File: config.mk
export PLATFORM = sky130hd
export DESIGN_NAME = fault_retry_ctrl
export DESIGN_NICKNAME = d
export VERILOG_FILES = /design/src/rtl/fault_retry_ctrl_pkg.sv /design/src/rtl/fault_retry_ctrl_cyc_timer.sv /design/src/rtl/fault_retry_ctrl.sv
export SDC_FILE = /design/constraint.sdc
export NUM_CORES = 1
export LEC_CHECK = 0
export CAP_MARGIN = 25
export CORE_MARGIN = 5
export CORE_UTILIZATION = 40
export CTS_BUF_LIST = sky130_fd_sc_hd__clkbuf_4
export CTS_CLUSTER_DIAMETER = 200
export DETAILED_ROUTE_END_ITERATION = 12
export HOLD_SLACK_MARGIN = 0.15
export MAX_ROUTING_LAYER = met4
export PLACE_DENSITY = 0.67
export SYNTH_ARGS = -nofsm -noshare
export SYNTH_HDL_FRONTEND = slang
export SYNTH_HIERARCHICAL = 1
export SYNTH_SLANG_ARGS = --single-unit
File: constraint.sdc
create_clock -name CLK_50M -period 12.75 [get_ports CLK_50M]
set_input_delay 2.55 -clock CLK_50M [delete_from_list [all_inputs] [get_ports CLK_50M]]
set_output_delay 2.55 -clock CLK_50M [all_outputs]
set_load 0.02 [all_outputs]
File: src/rtl/fault_retry_ctrl_pkg.sv
// fault_retry_ctrl_pkg: state encoding, default cycle constants and sizing helper
// shared by the fault auto-restart supervisor and its timer sub-module.
package fault_retry_ctrl_pkg;

  // One-hot supervisor states
  typedef enum logic [4:0] {
    ST_RUN    = 5'b00001,
    ST_COOL   = 5'b00010,
    ST_PULSE  = 5'b00100,
    ST_VERIFY = 5'b01000,
    ST_LOCK   = 5'b10000
  } state_t;

  // Default timing for a 50 MHz system clock
  localparam int unsigned DEF_COOLDOWN_CYC = 25_000_000;  // 500 ms
  localparam int unsigned DEF_PULSE_CYC    = 50;          // 1 us
  localparam int unsigned DEF_MAX_RETRY    = 3;
  localparam int unsigned DEF_STABLE_CYC   = 50_000_000;  // 1 s

  // Largest of three cycle counts, used to size the shared counters
  function automatic int unsigned max3(input int unsigned a,
                                       input int unsigned b,
                                       input int unsigned c);
    int unsigned m;
    m = a;
    if (b > m) m = b;
    if (c > m) m = c;
    return m;
  endfunction

endpackage

File: src/rtl/fault_retry_ctrl_cyc_timer.sv
// cyc_timer: TW-bit up-counter with synchronous clear, count enable and a
// terminal-count compare against a run-time selectable terminal value.
module cyc_timer #(
  parameter int unsigned TW = 8
) (
  input  logic          i_clk,
  input  logic          i_rst_n,
  input  logic          i_clr,
  input  logic          i_en,
  input  logic [TW-1:0] i_term,
  output logic          o_tc
);

  logic [TW-1:0] r_cnt;

  // Count up while enabled; clear has priority over counting
  always_ff @(posedge i_clk or negedge i_rst_n) begin
    if (!i_rst_n) begin
      r_cnt <= '0;
    end else if (i_clr) begin
      r_cnt <= '0;
    end else if (i_en) begin
      r_cnt <= r_cnt + TW'(1);
    end
  end

  assign o_tc = (r_cnt == i_term);

endmodule

File: src/rtl/fault_retry_ctrl.sv
// fault_retry_ctrl: auto-restart supervisor for the bus-protect latch.
// Watches PWMEN for trips, waits a cooldown, pulses ResetD to re-arm the latch,
// and locks out after MAX_RETRY consecutive trips until the DSP sends ManualClr.
// Optional feature macro: FAULT_TOTAL_EN (lifetime saturating trip counter on
// FaultTotal; when undefined FaultTotal is tied to zero).
//
// state     | meaning
// ----------+----------------------------------------------------------
// ST_RUN    | PWM running, watching for trips, stable-run timer active
// ST_COOL   | trip seen, waiting COOLDOWN_CYC before re-arming
// ST_PULSE  | ResetD high for PULSE_CYC cycles
// ST_VERIFY | one cycle: PWMEN back high -> RUN, else -> LOCK
// ST_LOCK   | permanent fault, waits for ManualClr
module fault_retry_ctrl
  import fault_retry_ctrl_pkg::*;
#(
  parameter int unsigned COOLDOWN_CYC = DEF_COOLDOWN_CYC,
  parameter int unsigned PULSE_CYC    = DEF_PULSE_CYC,
  parameter int unsigned MAX_RETRY    = DEF_MAX_RETRY,
  parameter int unsigned STABLE_CYC   = DEF_STABLE_CYC,
  localparam int unsigned RW          = $clog2(MAX_RETRY + 1)
) (
  input  logic          CLK_50M,
  input  logic          Rst_n,
  input  logic          PWMEN,
  input  logic          ManualClr,
  output logic          ResetD,
  output logic          Lockout,
  output logic          FaultAct,
  output logic [RW-1:0] RetryCnt,
  output logic [7:0]    FaultTotal
);

  localparam int unsigned TW = $clog2(max3(COOLDOWN_CYC, PULSE_CYC, STABLE_CYC) + 1);

  state_t        r_state;
  state_t        w_next;
  logic          r_pwmen_d;
  logic [RW-1:0] r_retry;
  logic          r_resetd;
  logic          r_lockout;
  logic          r_fault_act;

  logic          w_trip;
  logic          w_tmr_clr;
  logic          w_tmr_en;
  logic [TW-1:0] w_tmr_term;
  logic          w_tmr_tc;
  logic          w_stb_clr;
  logic          w_stb_en;
  logic          w_stb_tc;
  logic          w_stb_expire;

  assign w_trip = r_pwmen_d & ~PWMEN;

  // Shared state timer: restarts on every state change, only COOL/PULSE use it
  assign w_tmr_clr  = (w_next != r_state);
  assign w_tmr_en   = (r_state == ST_COOL) | (r_state == ST_PULSE);
  assign w_tmr_term = (r_state == ST_COOL) ? TW'(COOLDOWN_CYC - 1) : TW'(PULSE_CYC - 1);

  cyc_timer #(.TW(TW)) u_state_tmr (
    .i_clk   (CLK_50M),
    .i_rst_n (Rst_n),
    .i_clr   (w_tmr_clr),
    .i_en    (w_tmr_en),
    .i_term  (w_tmr_term),
    .o_tc    (w_tmr_tc)
  );

  // Stable-run counter: runs only through uninterrupted PWMEN=1 in RUN and
  // saturates at its terminal value instead of wrapping.
  assign w_stb_clr    = (r_state != ST_RUN) | w_trip | ~PWMEN;
  assign w_stb_en     = ~w_stb_tc;
  assign w_stb_expire = (r_state == ST_RUN) & ~w_trip & PWMEN & w_stb_tc;

  cyc_timer #(.TW(TW)) u_stable_tmr (
    .i_clk   (CLK_50M),
    .i_rst_n (Rst_n),
    .i_clr   (w_stb_clr),
    .i_en    (w_stb_en),
    .i_term  (TW'(STABLE_CYC - 1)),
    .o_tc    (w_stb_tc)
  );

  // Next-state decode; any non one-hot state recovers to RUN
  always_comb begin
    w_next = r_state;
    case (r_state)
      ST_RUN: begin
        if (w_trip) w_next = (r_retry == RW'(MAX_RETRY)) ? ST_LOCK : ST_COOL;
      end
      ST_COOL: begin
        if (w_tmr_tc) w_next = ST_PULSE;
      end
      ST_PULSE: begin
        if (w_tmr_tc) w_next = ST_VERIFY;
      end
      ST_VERIFY: begin
        w_next = PWMEN ? ST_RUN : ST_LOCK;
      end
      ST_LOCK: begin
        if (ManualClr) w_next = ST_PULSE;
      end
      default: w_next = ST_RUN;
    endcase
  end

  // State register, retry counter and outputs registered from the next state
  always_ff @(posedge CLK_50M or negedge Rst_n) begin
    if (!Rst_n) begin
      r_state     <= ST_RUN;
      r_pwmen_d   <= 1'b1;
      r_retry     <= '0;
      r_resetd    <= 1'b0;
      r_lockout   <= 1'b0;
      r_fault_act <= 1'b0;
    end else begin
      r_pwmen_d   <= PWMEN;
      r_state     <= w_next;
      r_resetd    <= (w_next == ST_PULSE);
      r_lockout   <= (w_next == ST_LOCK);
      r_fault_act <= (w_next != ST_RUN);
      case (r_state)
        ST_RUN: begin
          // a trip beats a simultaneous stable-run expiry
          if (w_trip) begin
            if (r_retry != RW'(MAX_RETRY)) r_retry <= r_retry + RW'(1);
          end else if (w_stb_expire) begin
            r_retry <= '0;
          end
        end
        ST_LOCK: begin
          if (ManualClr) r_retry <= '0;
        end
        ST_COOL, ST_PULSE, ST_VERIFY: r_retry <= r_retry;
        default: r_retry <= '0;
      endcase
    end
  end

  assign ResetD   = r_resetd;
  assign Lockout  = r_lockout;
  assign FaultAct = r_fault_act;
  assign RetryCnt = r_retry;

`ifdef FAULT_TOTAL_EN
  logic [7:0] r_fault_total;
  logic       w_trip_acted;

  assign w_trip_acted = (r_state == ST_RUN) & w_trip;

  // Lifetime trip count, saturating, cleared only by reset
  always_ff @(posedge CLK_50M or negedge Rst_n) begin
    if (!Rst_n) begin
      r_fault_total <= 8'h00;
    end else if (w_trip_acted && (r_fault_total != 8'hFF)) begin
      r_fault_total <= r_fault_total + 8'd1;
    end
  end

  assign FaultTotal = r_fault_total;
`else
  assign FaultTotal = 8'h00;
`endif

endmodule
==> metrics.log <==
[metrics] Buf+Inv Stages, Crit Path: 2
[metrics] largest net degree at the start of global routing: 40
[metrics] category of the most critical setup path: in -> reg
[metrics] most used cells in the layout excluding fill and tap cells: sky130_fd_sc_hd__dfrtp_1 (61), sky130_fd_sc_hd__conb_1 (46), sky130_fd_sc_hd__xnor2_1 (42), sky130_fd_sc_hd__xor2_1 (36), sky130_fd_sc_hd__nor2_1 (33)
[metrics] placeable core area: 10180 µm²
[metrics] number of CTS-inserted buffers: 9
[metrics] Data arrival, critical path: between 5 and 6 ns
[metrics] largest buffer count on any clock path: 2
[metrics] wire length of the first global-routing pass: between 10000 and 15000 µm
[metrics] clock-pin slew on the worst setup and hold paths: 0.12 ns
[metrics] remaining number of nets flagged by the antenna check after routing: 0
[metrics] antenna violations before repair: 1
[metrics] input/output buffers: 8
[metrics] final hold violation count: 0
[metrics] Post-Route Hold Slack: 0.5628 ns
[metrics] number of buffers inserted for hold repair after clock tree synthesis: 0
[metrics] Synth cell types: 50
[metrics] clock skew after layout: 0.01849 ns
[metrics] most common flop cell mapped by yosys: sky130_fd_sc_hd__dfrtp_1
[metrics] top achievable clock speed: between 150 and 200 MHz
[metrics] cell chain of the critical path: clkdlybuf4s50_1 > nand4b_1 > o21bai_1 > a21oi_1 > nand4_1 > buf_4 > o211ai_1 > or3_4 > or4_1 > a21oi_1
[metrics] vias per std cell: around 5.1
[metrics] Syn Area/Cell: between 9 and 10 µm²
[metrics] final cycle utilization of the critical path: 41.40%
[metrics] MaxCap Viol Count: 0
[metrics] cell chosen for the clock root: sky130_fd_sc_hd__clkbuf_4
[metrics] async set-reset flop share out of synthesis: 100.0%
[metrics] count of pins over their slew limit: 0
[metrics] count of mapped cells out of synthesis: 441
[metrics] number of global-route vias before repair: slightly above 3000
[metrics] level count of the clock H-tree: 3
[metrics] clock period minus final worst setup slack: 5.279 ns
[metrics] cells taking the most area after synthesis: sky130_fd_sc_hd__dfrtp_1 (37%), sky130_fd_sc_hd__xnor2_1 (8.9%), sky130_fd_sc_hd__xor2_1 (7.7%)
[metrics] DRC violations left: 0
[metrics] Reg power frac: 42.2%
[metrics] area growth from synthesis to layout: 9.417%
[metrics] number of post-CTS setup repair buffers: 0
[metrics] total clock sinks: 63
[metrics] initial drt markers: approximately 110
[metrics] row count: 37
[metrics] slew at the pin closest to its max-slew limit: just over 1 ns
[metrics] final setup violation count: 0
[metrics] most common cell after layout, fill and taps aside: sky130_fd_sc_hd__dfrtp_1
[metrics] number of warning messages in the yosys log: 6
[metrics] internal power consumption: ~0.35 mW
[metrics] insertion delay to the later sink of the worst-skew pair: about 0.43 ns
[metrics] number of nets in the finished design: around 490
[metrics] count of fill cells added during filler insertion: 1015
[metrics] final weighted congestion in routability-driven placement: 0.8249
[metrics] cell area power density: 122.2 nW/µm²
[metrics] unrepaired setup endpoints after global routing: false
[metrics] number of detailed-routing iterations run before antenna repair: 4
[metrics] #FFs+latches synth: 63
[metrics] CTS resizes: 0
[metrics] net switching power: 0.2009 mW
[metrics] floorplan die width: 111.5 µm
[metrics] switching power as a share of total power: 36.49%
[metrics] share of synthesized area occupied by flip-flops and latches: 38.34%
[metrics] top cell type's share of synthesized area: 37.06%
[metrics] final WL: between 8000 and 9000 µm
[metrics] total via count after detailed routing: 3164
[metrics] highest-delay cell along the critical path: sky130_fd_sc_hd__clkdlybuf4s50_1
[metrics] half-perimeter wire length of the detailed placement result: between 5000 and 6000 µm
[metrics] clock share of power: 28.8%
[metrics] area of the die: 12430 µm²
[metrics] share of total power in combinational logic: 29.0%
[metrics] leading area contributor after synthesis: sky130_fd_sc_hd__dfrtp_1
[metrics] Congestion Overflow GR: 0
[metrics] biggest fanout along the worst timing path: 29
[metrics] Critical Path End Type: flop
[metrics] Setup Total Neg Slack: 0 ns
[metrics] endpoint required time on the critical path: about 13 ns
[metrics] crit-path most repeated cell: sky130_fd_sc_hd__a21oi_1
[metrics] clock tree from TritonCTS: built
[metrics] class of the tightest hold or removal check: reg -> reg
[metrics] outcome: completed
[metrics] cell class contributing the biggest share of worst-path delay: simple AND/OR/NAND/NOR gates
[metrics] detailed-route wire length per cell: 12.94 µm
[metrics] combined area of all synthesized cells: 4119 µm²
[metrics] Global Route Usage Sum: 13.99%
[metrics] Top-Level Pins: 17
[metrics] largest stage delay on the critical path: approximately 0.55 ns
[metrics] Slew headroom: 32.35%
[metrics] element type at the critical path start: input port
[metrics] cell leakage power: 1.792 nW
[metrics] number of synthesized flops with an enable pin: 0
[metrics] fraction of final layout cells sized beyond drive strength 1: 8.282%
[metrics] effective utilization at floorplan: about two fifths
[metrics] height of the die: around 110 µm
[metrics] worst supply voltage drop on vdd: between 90 and 100 µV
==> kinds of logic after synthesis <==
kind of cell	Yosys count	synth area share, %
AOI/OAI and AO/OA	77	11.42
xor gates and xnor gates	78	16.59
DFF	63	38.34
other	2	0.1823
and+or+nand+nor	170	24.88
muxes	4	1.033
buffers and inverters	44	6.652
adders and majority gates	3	0.9114
==> power by group through the flow <==
stage / combinational, mW / sequential, mW / clock (mW)
detailed placement: 0.159 / 0.236 / 0
global placement: 0.155 / 0.236 / 0
finish: 0.160 / 0.232 / 0.159
CTS: 0.159 / 0.232 / 0.165
global route: 0.177 / 0.235 / 0.176
floorplan: 0.131 / 0.231 / 0
==> cell type report <==
| cell class | instances | area [µm²] | share of cell area [%] |
|---|---|---|---|
| multi-input combinational | 378 | 2431 | 53.94 |
| sequential | 63 | 1579 | 35.04 |
| tap | 136 | 170.2 | 3.776 |
| timing repair buffer | 11 | 105.1 | 2.332 |
| clock inverter | 7 | 95.09 | 2.110 |
| clock buffer | 9 | 67.56 | 1.499 |
| inverter | 15 | 56.30 | 1.249 |
| antenna | 1 | 2.502 | 0.05552 |
==> synth_stat cells, drive strengths merged, types with 15 or more instances <==
cell type,n
dfrtp,61
xnor2,42
xor2,36
nor2,33
a21oi,29
buf,23
nand3,23
o21ai,23
nand2,22
nor4,20
or3,20
inv,15
==> per-stage QoR <==
step	instances	worst slack [ns]	total power, mW	util [%]	instance area [µm²]
final	620	7.471	0.5505	44.25	4507
after global routing	620	7.044	0.5882	44.25	4507
after CTS	618	7.487	0.5566	44.08	4489
after floorplan	485	8.232	0.3621	-	4284
after detailed placement	602	7.007	0.3952	42.48	4327
after global placement	602	7.165	0.3904	42.48	4327
==> flip-flops by register name, summed over array words and instances (netlist names) <==
name / cells
FaultAct: 1
ResetD: 1
u_state_tmr/r_cnt: 26
RetryCnt: 2
Lockout: 1
r_pwmen_d: 1
r_state: 5
u_stable_tmr/r_cnt: 26
==> worst register-to-register path, stage by stage, from the launching register on <==
cell	delay (ns)
sky130_fd_sc_hd__dfrtp_1	0.54
sky130_fd_sc_hd__nor2_1	0.28
sky130_fd_sc_hd__and3_1	0.70
sky130_fd_sc_hd__xor2_1	0.16
sky130_fd_sc_hd__nor4_1	0.30
sky130_fd_sc_hd__nand3_1	0.11
sky130_fd_sc_hd__nor4_1	0.78
sky130_fd_sc_hd__nand3_1	0.15
sky130_fd_sc_hd__nand2_1	0.10
sky130_fd_sc_hd__o22ai_1	0.08
sky130_fd_sc_hd__nand4_1	0.12
sky130_fd_sc_hd__buf_4	0.30
sky130_fd_sc_hd__o211ai_1	0.28
sky130_fd_sc_hd__or3_4	0.50
sky130_fd_sc_hd__or4_1	0.52
sky130_fd_sc_hd__a21oi_1	0.16
==> per-layer routing <==
| metal | wire (µm) | global-route usage [%] |
|---|---|---|
| met1 | 3661 | 16.96 |
| met4 | 148 | 5.191 |
| met5 | 0 | - |
| met2 | 3944 | 22.24 |
| met3 | 268 | 4.022 |
==> path summary, 6_finish.rpt <==
kind | startpoint | end | slack [ns] | depth (start not counted)
setup reg to reg | r_state[2]$_DFF_PN0_ | u_state_tmr/r_cnt[21]$_DFFE_PN0P_ | 7.61 | 15
setup / recovery | PWMEN | u_state_tmr/r_cnt[21]$_DFFE_PN0P_ | 7.47 | 10
hold reg to reg | RetryCnt[0]$_DFFE_PN0P_ | RetryCnt[0]$_DFFE_PN0P_ | 0.56 | 1
max in group asynchronous | Rst_n | r_state[0]$_DFF_PN1_ | 9.73 | 2
min in group asynchronous | Rst_n | u_state_tmr/r_cnt[25]$_DFFE_PN0P_ | 2.10 | 1
hold / removal | RetryCnt[0]$_DFFE_PN0P_ | RetryCnt[0]$_DFFE_PN0P_ | 0.56 | 1
Power figures use the tool's default switching activity.
